**src/rtl/md5_step_engine.sv**
```systemverilog
// ---------------------------------------------------------------------------
// md5_step_engine
// Iterative MD5 compression core. It applies all 64 MD5 steps to one 512-bit
// message block and then adds the chaining value. STEPS_PER_CYCLE steps are
// chained combinationally per clock (1, 2 or 4), trading throughput for area.
//
// Ports:
//   clk        rising-edge clock
//   rst        asynchronous, active-high reset
//   start      compress request, sampled only while busy=0
//   msg_in     512-bit block, word i = msg_in[32*i+31:32*i]
//   state_in   chaining value, A=[31:0] B=[63:32] C=[95:64] D=[127:96]
//   busy       high from the cycle after acceptance through FIN
//   done       one-cycle pulse when digest_out updates
//   digest_out result, same packing as state_in, held until the next done
// ---------------------------------------------------------------------------
module md5_step_engine #(
   parameter int STEPS_PER_CYCLE = 1
) (
   input  logic         clk,
   input  logic         rst,
   input  logic         start,
   input  logic [511:0] msg_in,
   input  logic [127:0] state_in,
   output logic         busy,
   output logic         done,
   output logic [127:0] digest_out
);

   // Only divisors of 16 that keep the per-round structure aligned are legal.
   generate
      if (!(STEPS_PER_CYCLE == 1 || STEPS_PER_CYCLE == 2 || STEPS_PER_CYCLE == 4)) begin : g_bad_steps
         $error("md5_step_engine: STEPS_PER_CYCLE must be 1, 2 or 4");
      end
   endgenerate

   typedef enum logic [1:0] {IDLE, RUN, FIN} state_t;

   state_t        state;
   logic [5:0]    step;
   logic [511:0]  msg;
   logic [31:0]   iv_a, iv_b, iv_c, iv_d;
   logic [31:0]   a_reg, b_reg, c_reg, d_reg;
   logic [127:0]  chain;

   // K[j] = floor(|sin(j+1)| * 2^32)
   function automatic logic [31:0] k_rom(input logic [5:0] j);
      logic [31:0] k;
      case (j)
         6'd0:  k = 32'hd76aa478;  6'd1:  k = 32'he8c7b756;  6'd2:  k = 32'h242070db;  6'd3:  k = 32'hc1bdceee;
         6'd4:  k = 32'hf57c0faf;  6'd5:  k = 32'h4787c62a;  6'd6:  k = 32'ha8304613;  6'd7:  k = 32'hfd469501;
         6'd8:  k = 32'h698098d8;  6'd9:  k = 32'h8b44f7af;  6'd10: k = 32'hffff5bb1;  6'd11: k = 32'h895cd7be;
         6'd12: k = 32'h6b901122;  6'd13: k = 32'hfd987193;  6'd14: k = 32'ha679438e;  6'd15: k = 32'h49b40821;
         6'd16: k = 32'hf61e2562;  6'd17: k = 32'hc040b340;  6'd18: k = 32'h265e5a51;  6'd19: k = 32'he9b6c7aa;
         6'd20: k = 32'hd62f105d;  6'd21: k = 32'h02441453;  6'd22: k = 32'hd8a1e681;  6'd23: k = 32'he7d3fbc8;
         6'd24: k = 32'h21e1cde6;  6'd25: k = 32'hc33707d6;  6'd26: k = 32'hf4d50d87;  6'd27: k = 32'h455a14ed;
         6'd28: k = 32'ha9e3e905;  6'd29: k = 32'hfcefa3f8;  6'd30: k = 32'h676f02d9;  6'd31: k = 32'h8d2a4c8a;
         6'd32: k = 32'hfffa3942;  6'd33: k = 32'h8771f681;  6'd34: k = 32'h6d9d6122;  6'd35: k = 32'hfde5380c;
         6'd36: k = 32'ha4beea44;  6'd37: k = 32'h4bdecfa9;  6'd38: k = 32'hf6bb4b60;  6'd39: k = 32'hbebfbc70;
         6'd40: k = 32'h289b7ec6;  6'd41: k = 32'heaa127fa;  6'd42: k = 32'hd4ef3085;  6'd43: k = 32'h04881d05;
         6'd44: k = 32'hd9d4d039;  6'd45: k = 32'he6db99e5;  6'd46: k = 32'h1fa27cf8;  6'd47: k = 32'hc4ac5665;
         6'd48: k = 32'hf4292244;  6'd49: k = 32'h432aff97;  6'd50: k = 32'hab9423a7;  6'd51: k = 32'hfc93a039;
         6'd52: k = 32'h655b59c3;  6'd53: k = 32'h8f0ccc92;  6'd54: k = 32'hffeff47d;  6'd55: k = 32'h85845dd1;
         6'd56: k = 32'h6fa87e4f;  6'd57: k = 32'hfe2ce6e0;  6'd58: k = 32'ha3014314;  6'd59: k = 32'h4e0811a1;
         6'd60: k = 32'hf7537e82;  6'd61: k = 32'hbd3af235;  6'd62: k = 32'h2ad7d2bb;  default: k = 32'heb86d391;
      endcase
      return k;
   endfunction

   // Per-step rotate amount, selected by round and j mod 4.
   function automatic logic [4:0] shift_amt(input logic [5:0] j);
      logic [4:0] s;
      case ({j[5:4], j[1:0]})
         4'h0: s = 5'd7;   4'h1: s = 5'd12;  4'h2: s = 5'd17;  4'h3: s = 5'd22;
         4'h4: s = 5'd5;   4'h5: s = 5'd9;   4'h6: s = 5'd14;  4'h7: s = 5'd20;
         4'h8: s = 5'd4;   4'h9: s = 5'd11;  4'ha: s = 5'd16;  4'hb: s = 5'd23;
         4'hc: s = 5'd6;   4'hd: s = 5'd10;  4'he: s = 5'd15;  default: s = 5'd21;
      endcase
      return s;
   endfunction

   // Rotate amounts are always 1..31, so the right shift never reaches 32.
   function automatic logic [31:0] rotl32(input logic [31:0] x, input logic [4:0] n);
      return (x << n) | (x >> (6'd32 - {1'b0, n}));
   endfunction

   // One MD5 step; returns the updated working set packed as {A, B, C, D}.
   function automatic logic [127:0] md5_step(input logic [31:0] fa, input logic [31:0] fb,
                                             input logic [31:0] fc, input logic [31:0] fd,
                                             input logic [5:0] j, input logic [511:0] m);
      logic [31:0] f;
      logic [31:0] sum;
      logic [3:0]  g;
      case (j[5:4])
         2'd0: begin f = (fb & fc) | (~fb & fd);  g = j[3:0];               end
         2'd1: begin f = (fb & fd) | (fc & ~fd);  g = j[3:0] * 4'd5 + 4'd1; end
         2'd2: begin f = fb ^ fc ^ fd;            g = j[3:0] * 4'd3 + 4'd5; end
         default: begin f = fc ^ (fb | ~fd);      g = j[3:0] * 4'd7;        end
      endcase
      sum = fa + f + k_rom(j) + m[{g, 5'd0} +: 32];
      return {fd, fb + rotl32(sum, shift_amt(j)), fb, fc};
   endfunction

   // Chain STEPS_PER_CYCLE steps starting at the current step counter.
   always_comb begin
      chain = {a_reg, b_reg, c_reg, d_reg};
      for (int k = 0; k < STEPS_PER_CYCLE; k++) begin
         chain = md5_step(chain[127:96], chain[95:64], chain[63:32], chain[31:0],
                          step + 6'(k), msg);
      end
   end

   // Control FSM plus all datapath registers. RUN leaves once the step
   // counter has reached the final group; FIN adds the IV and pulses done.
   always_ff @(posedge clk or posedge rst) begin
      if (rst) begin
         state      <= IDLE;
         step       <= 6'd0;
         busy       <= 1'b0;
         done       <= 1'b0;
         digest_out <= 128'd0;
         msg        <= 512'd0;
         iv_a       <= 32'd0;
         iv_b       <= 32'd0;
         iv_c       <= 32'd0;
         iv_d       <= 32'd0;
         a_reg      <= 32'd0;
         b_reg      <= 32'd0;
         c_reg      <= 32'd0;
         d_reg      <= 32'd0;
      end else begin
         done <= 1'b0;
         case (state)
            IDLE: begin
               if (start) begin
                  msg   <= msg_in;
                  iv_a  <= state_in[31:0];
                  iv_b  <= state_in[63:32];
                  iv_c  <= state_in[95:64];
                  iv_d  <= state_in[127:96];
                  a_reg <= state_in[31:0];
                  b_reg <= state_in[63:32];
                  c_reg <= state_in[95:64];
                  d_reg <= state_in[127:96];
                  step  <= 6'd0;
                  busy  <= 1'b1;
                  state <= RUN;
               end
            end
            RUN: begin
               a_reg <= chain[127:96];
               b_reg <= chain[95:64];
               c_reg <= chain[63:32];
               d_reg <= chain[31:0];
               step  <= step + 6'(STEPS_PER_CYCLE);
               if (step == 6'(64 - STEPS_PER_CYCLE)) begin
                  state <= FIN;
               end
            end
            FIN: begin
               digest_out <= {d_reg + iv_d, c_reg + iv_c, b_reg + iv_b, a_reg + iv_a};
               done       <= 1'b1;
               busy       <= 1'b0;
               state      <= IDLE;
            end
            default: begin
               state <= IDLE;
            end
         endcase
      end
   end

endmodule

```
**config.mk**
```make
export PLATFORM = sky130hd
export DESIGN_NAME = md5_step_engine
export DESIGN_NICKNAME = d
export VERILOG_FILES = /design/src/rtl/md5_step_engine.sv
export SDC_FILE = /design/constraint.sdc
export NUM_CORES = 2
export LEC_CHECK = 0
export BUFFER_PORTS_ARGS = -buffer_cell sky130_fd_sc_hd__buf_2
export CORE_UTILIZATION = 45
export CTS_CLUSTER_DIAMETER = 100
export DETAILED_ROUTE_END_ITERATION = 16
export PLACE_DENSITY = 0.74
export SYNTH_ARGS = -nofsm -noshare
export SYNTH_HDL_FRONTEND = slang
export SYNTH_SLANG_ARGS = --single-unit
```
**constraint.sdc**
```tcl
create_clock -name clk -period 66.6 [get_ports clk]
set_clock_uncertainty 0.2 [all_clocks]
set_input_delay 3.33 -clock clk [delete_from_list [all_inputs] [get_ports clk]]
set_output_delay 3.33 -clock clk [all_outputs]
set_load 0.01 [all_outputs]
```
==> flow_metrics.env <==
export IMPL_instances_no_fill=9153
export IMPL_finalWorstSetupSlack_ps=53230
export IMPL_synth_area_um2=56600
export IMPL_syn_nets=7789
export IMPL_detail_route_antenna_nets=0
export IMPL_critPathTopFamily="compound AO/OA/AOI/OAI gates"
export IMPL_cts_root_buffer="clkbuf_16"
export IMPL_whs_ps=259
export IMPL_cts_hold_fix_buffers=0
export IMPL_final_min_clock_period_ps=13370
export IMPL_synth_edff_count=0
export IMPL_max_cap_violations=0
export IMPL_reg_largest_list="msg: 512 flops, digest_out: 128 flops"
export IMPL_layout_drive_gt1_share_pct=16.8
export IMPL_pre_cts_slack_ps=53410
export IMPL_portBuffers=772
export IMPL_path_buf_inv=8
export IMPL_crit_slowest_cell="buf_4"
export IMPL_htreeDepth=3
export IMPL_slew_headroom_pct=4.42
export IMPL_dp_hpwl_um=179000
export IMPL_die_area_um2=127000
export IMPL_start_kind="register"
export IMPL_critPathMaxStageDelay_ps=790
export IMPL_drt_initial_drc_count=5496
export IMPL_grt_max_degree=188
export IMPL_viasPerCell=5.83
export IMPL_worstHoldPathType="register to register"
export IMPL_grt_pass1_vias=52000
export IMPL_cts_made_buffers=99
export IMPL_place_congestion=1.05
export IMPL_hold_end="digest_out[78]"
export IMPL_layout_common_cells="nand2_1 (2660), dfrtp_1 (903), buf_2 (772)"
export IMPL_ys_flop_type="dfrtp_1"
export IMPL_ys_ff_latch=906
export IMPL_rows=129
export IMPL_fmax_mhz=74.8
export IMPL_hold_viol_final=0
export IMPL_cts_sinks=906
export IMPL_crit_top_cell="buf_4"
export IMPL_pin_count=773
export IMPL_clk_pin_slew_ps=60
export IMPL_async_reset_ff_share_pct=100
export IMPL_seq_area_frac_synth_pct=40.1
export IMPL_grt_overflow=0
export IMPL_largest_reg_flops=512
export IMPL_final_max_slew_viol_count=0
export IMPL_status="finished, final reports clean"
export IMPL_drc_errors=0
export IMPL_ys_warnings_count=0
export IMPL_post_cts_resized=0
export IMPL_vias=53400
export IMPL_hp_start="digest_out[78]"
export IMPL_rrSetupSlack_ps=53230
export IMPL_worstSetupPathType="register to register"
export IMPL_finalSetupViolations=0
export IMPL_crit_cells=42
export IMPL_dr_pass1_iters=6
export IMPL_synthCells=6854
export IMPL_setup_tns_ps=0
export IMPL_worstPathArrival_ps=13820
export IMPL_r2r_end="b_reg[30]"
export IMPL_final_common_cell="nand2_1"
export IMPL_tightest_slew_ps=1430
export IMPL_cp_end_kind="register"
export IMPL_die_h_um=357
export IMPL_grt_pass1_wl_um=339000
export IMPL_cp_required_ps=67050
export IMPL_syn_to_final_growth_pct=15.5
export IMPL_clockBufferDepth=3
export IMPL_cts_setup_buffers=0
export IMPL_rsz0062_at_grt="no"
export IMPL_die_w_um=357
export IMPL_min_path_cells=2
export IMPL_fin_nets=8355
export IMPL_syn_area_per_cell_um2=8.26
export IMPL_r2r_cells=42
export IMPL_cts_tree="done"
export IMPL_synth_cell_types=85
export IMPL_finalWirelength_um=232000
export IMPL_crit_path_max_fanout=51
export IMPL_wl_per_cell_um=25.3
export IMPL_core_area_um2=124000
export IMPL_finalCritPeriodShare_pct=20.1
export IMPL_antenna_found_initial=27
export IMPL_grt_use_total_pct=36.1
export IMPL_dpl_cell_count=8956
export IMPL_top_register="msg"
export IMPL_start_util_pct=45.5
export IMPL_clk_latency_ps=750
export IMPL_r2r_start="step[0]"
stage by stage:
| step | util (%) | instance area (um2) |
|---|---|---|
| floorplan | - | 56600 |
| global placement | 49.8 | 61800 |
| detailed placement | 49.8 | 61800 |
| CTS | 52.6 | 65300 |
| global route | 52.6 | 65400 |
| finish | 52.6 | 65400 |
cells by family after synthesis:
family | share of synthesized area, %
adders and majority gates | 7.41
buffers and inverters | 3.79
DFF | 40.1
muxes | 6.85
AOI/OAI and AO/OA | 14.5
xor gates and xnor gates | 3.38
and+or+nand+nor | 24.0
per-layer routing:
metal	GRT usage, %	vias to the layer above	wire, um
met5	0	-	212
met4	23.3	32	17600
met3	7.02	586	18500
met2	57.2	2489	105000
met1	45.2	25900	90200
li1	-	24400	-
worst reg2reg max path, delay by kind of cell (launching register included):
family                   cells  cell delay [ps]
adder cells (fa/ha/maj)      6             2850
flip-flops                   1              330
AO/OA/AOI/OAI               19             4590
XOR/XNOR                     1              210
multiplexers                 3             1610
AND/OR/NAND/NOR              5              530
buffers and inverters        8             2980
worst max path at each step:
stage | from | to | slack (ps)
floorplan | rst | a_reg[0] | 37600
global placement | step[0] | b_reg[30] | 53600
detailed placement | step[0] | b_reg[30] | 53410
CTS | step[0] | b_reg[30] | 53390
global route | step[0] | b_reg[31] | 52340
finish | step[0] | b_reg[30] | 53230
synthesized netlist by cell type, drive strengths merged, types with 22 or more instances:
library cell | count | area share, %
o211ai | 85 | 1.1
a21o | 96 | 1.3
dfrtp | 906 | 40
o21ai | 393 | 3.5
o21a | 30 | 0.40
a211oi | 82 | 1.1
nand2 | 2661 | 18
nor2 | 224 | 1.5
nand2b | 39 | 0.43
nor3 | 61 | 0.54
mux4 | 139 | 5.5
nor2b | 26 | 0.29
or3 | 22 | 0.24
nand3 | 165 | 1.5
ha | 220 | 4.9
and3 | 55 | 0.61
xnor2 | 143 | 2.3
buf | 72 | 0.53
o31ai | 36 | 0.50
xor2 | 62 | 0.96
inv | 171 | 1.1
clkbuf | 320 | 2.1
a31oi | 86 | 0.95
o21bai | 26 | 0.34
fa | 72 | 2.5
mux2i | 60 | 1.1
or2 | 41 | 0.45
a21oi | 293 | 2.6
cell type report:
| class | count | area [um2] |
|---|---|---|
| fill | 11700 | 58900 |
| multi-input combinational | 5385 | 31900 |
| sequential | 906 | 22700 |
| timing repair buffer | 857 | 4550 |
| clock buffer | 138 | 2860 |
| tap | 1637 | 2050 |
| inverter | 171 | 652 |
| clock inverter | 44 | 637 |
| antenna | 15 | 37.5 |
Power is left out: the tool's default activity adds up to more than one toggle a clock period on the data nets, which glitch-free logic cannot reach.
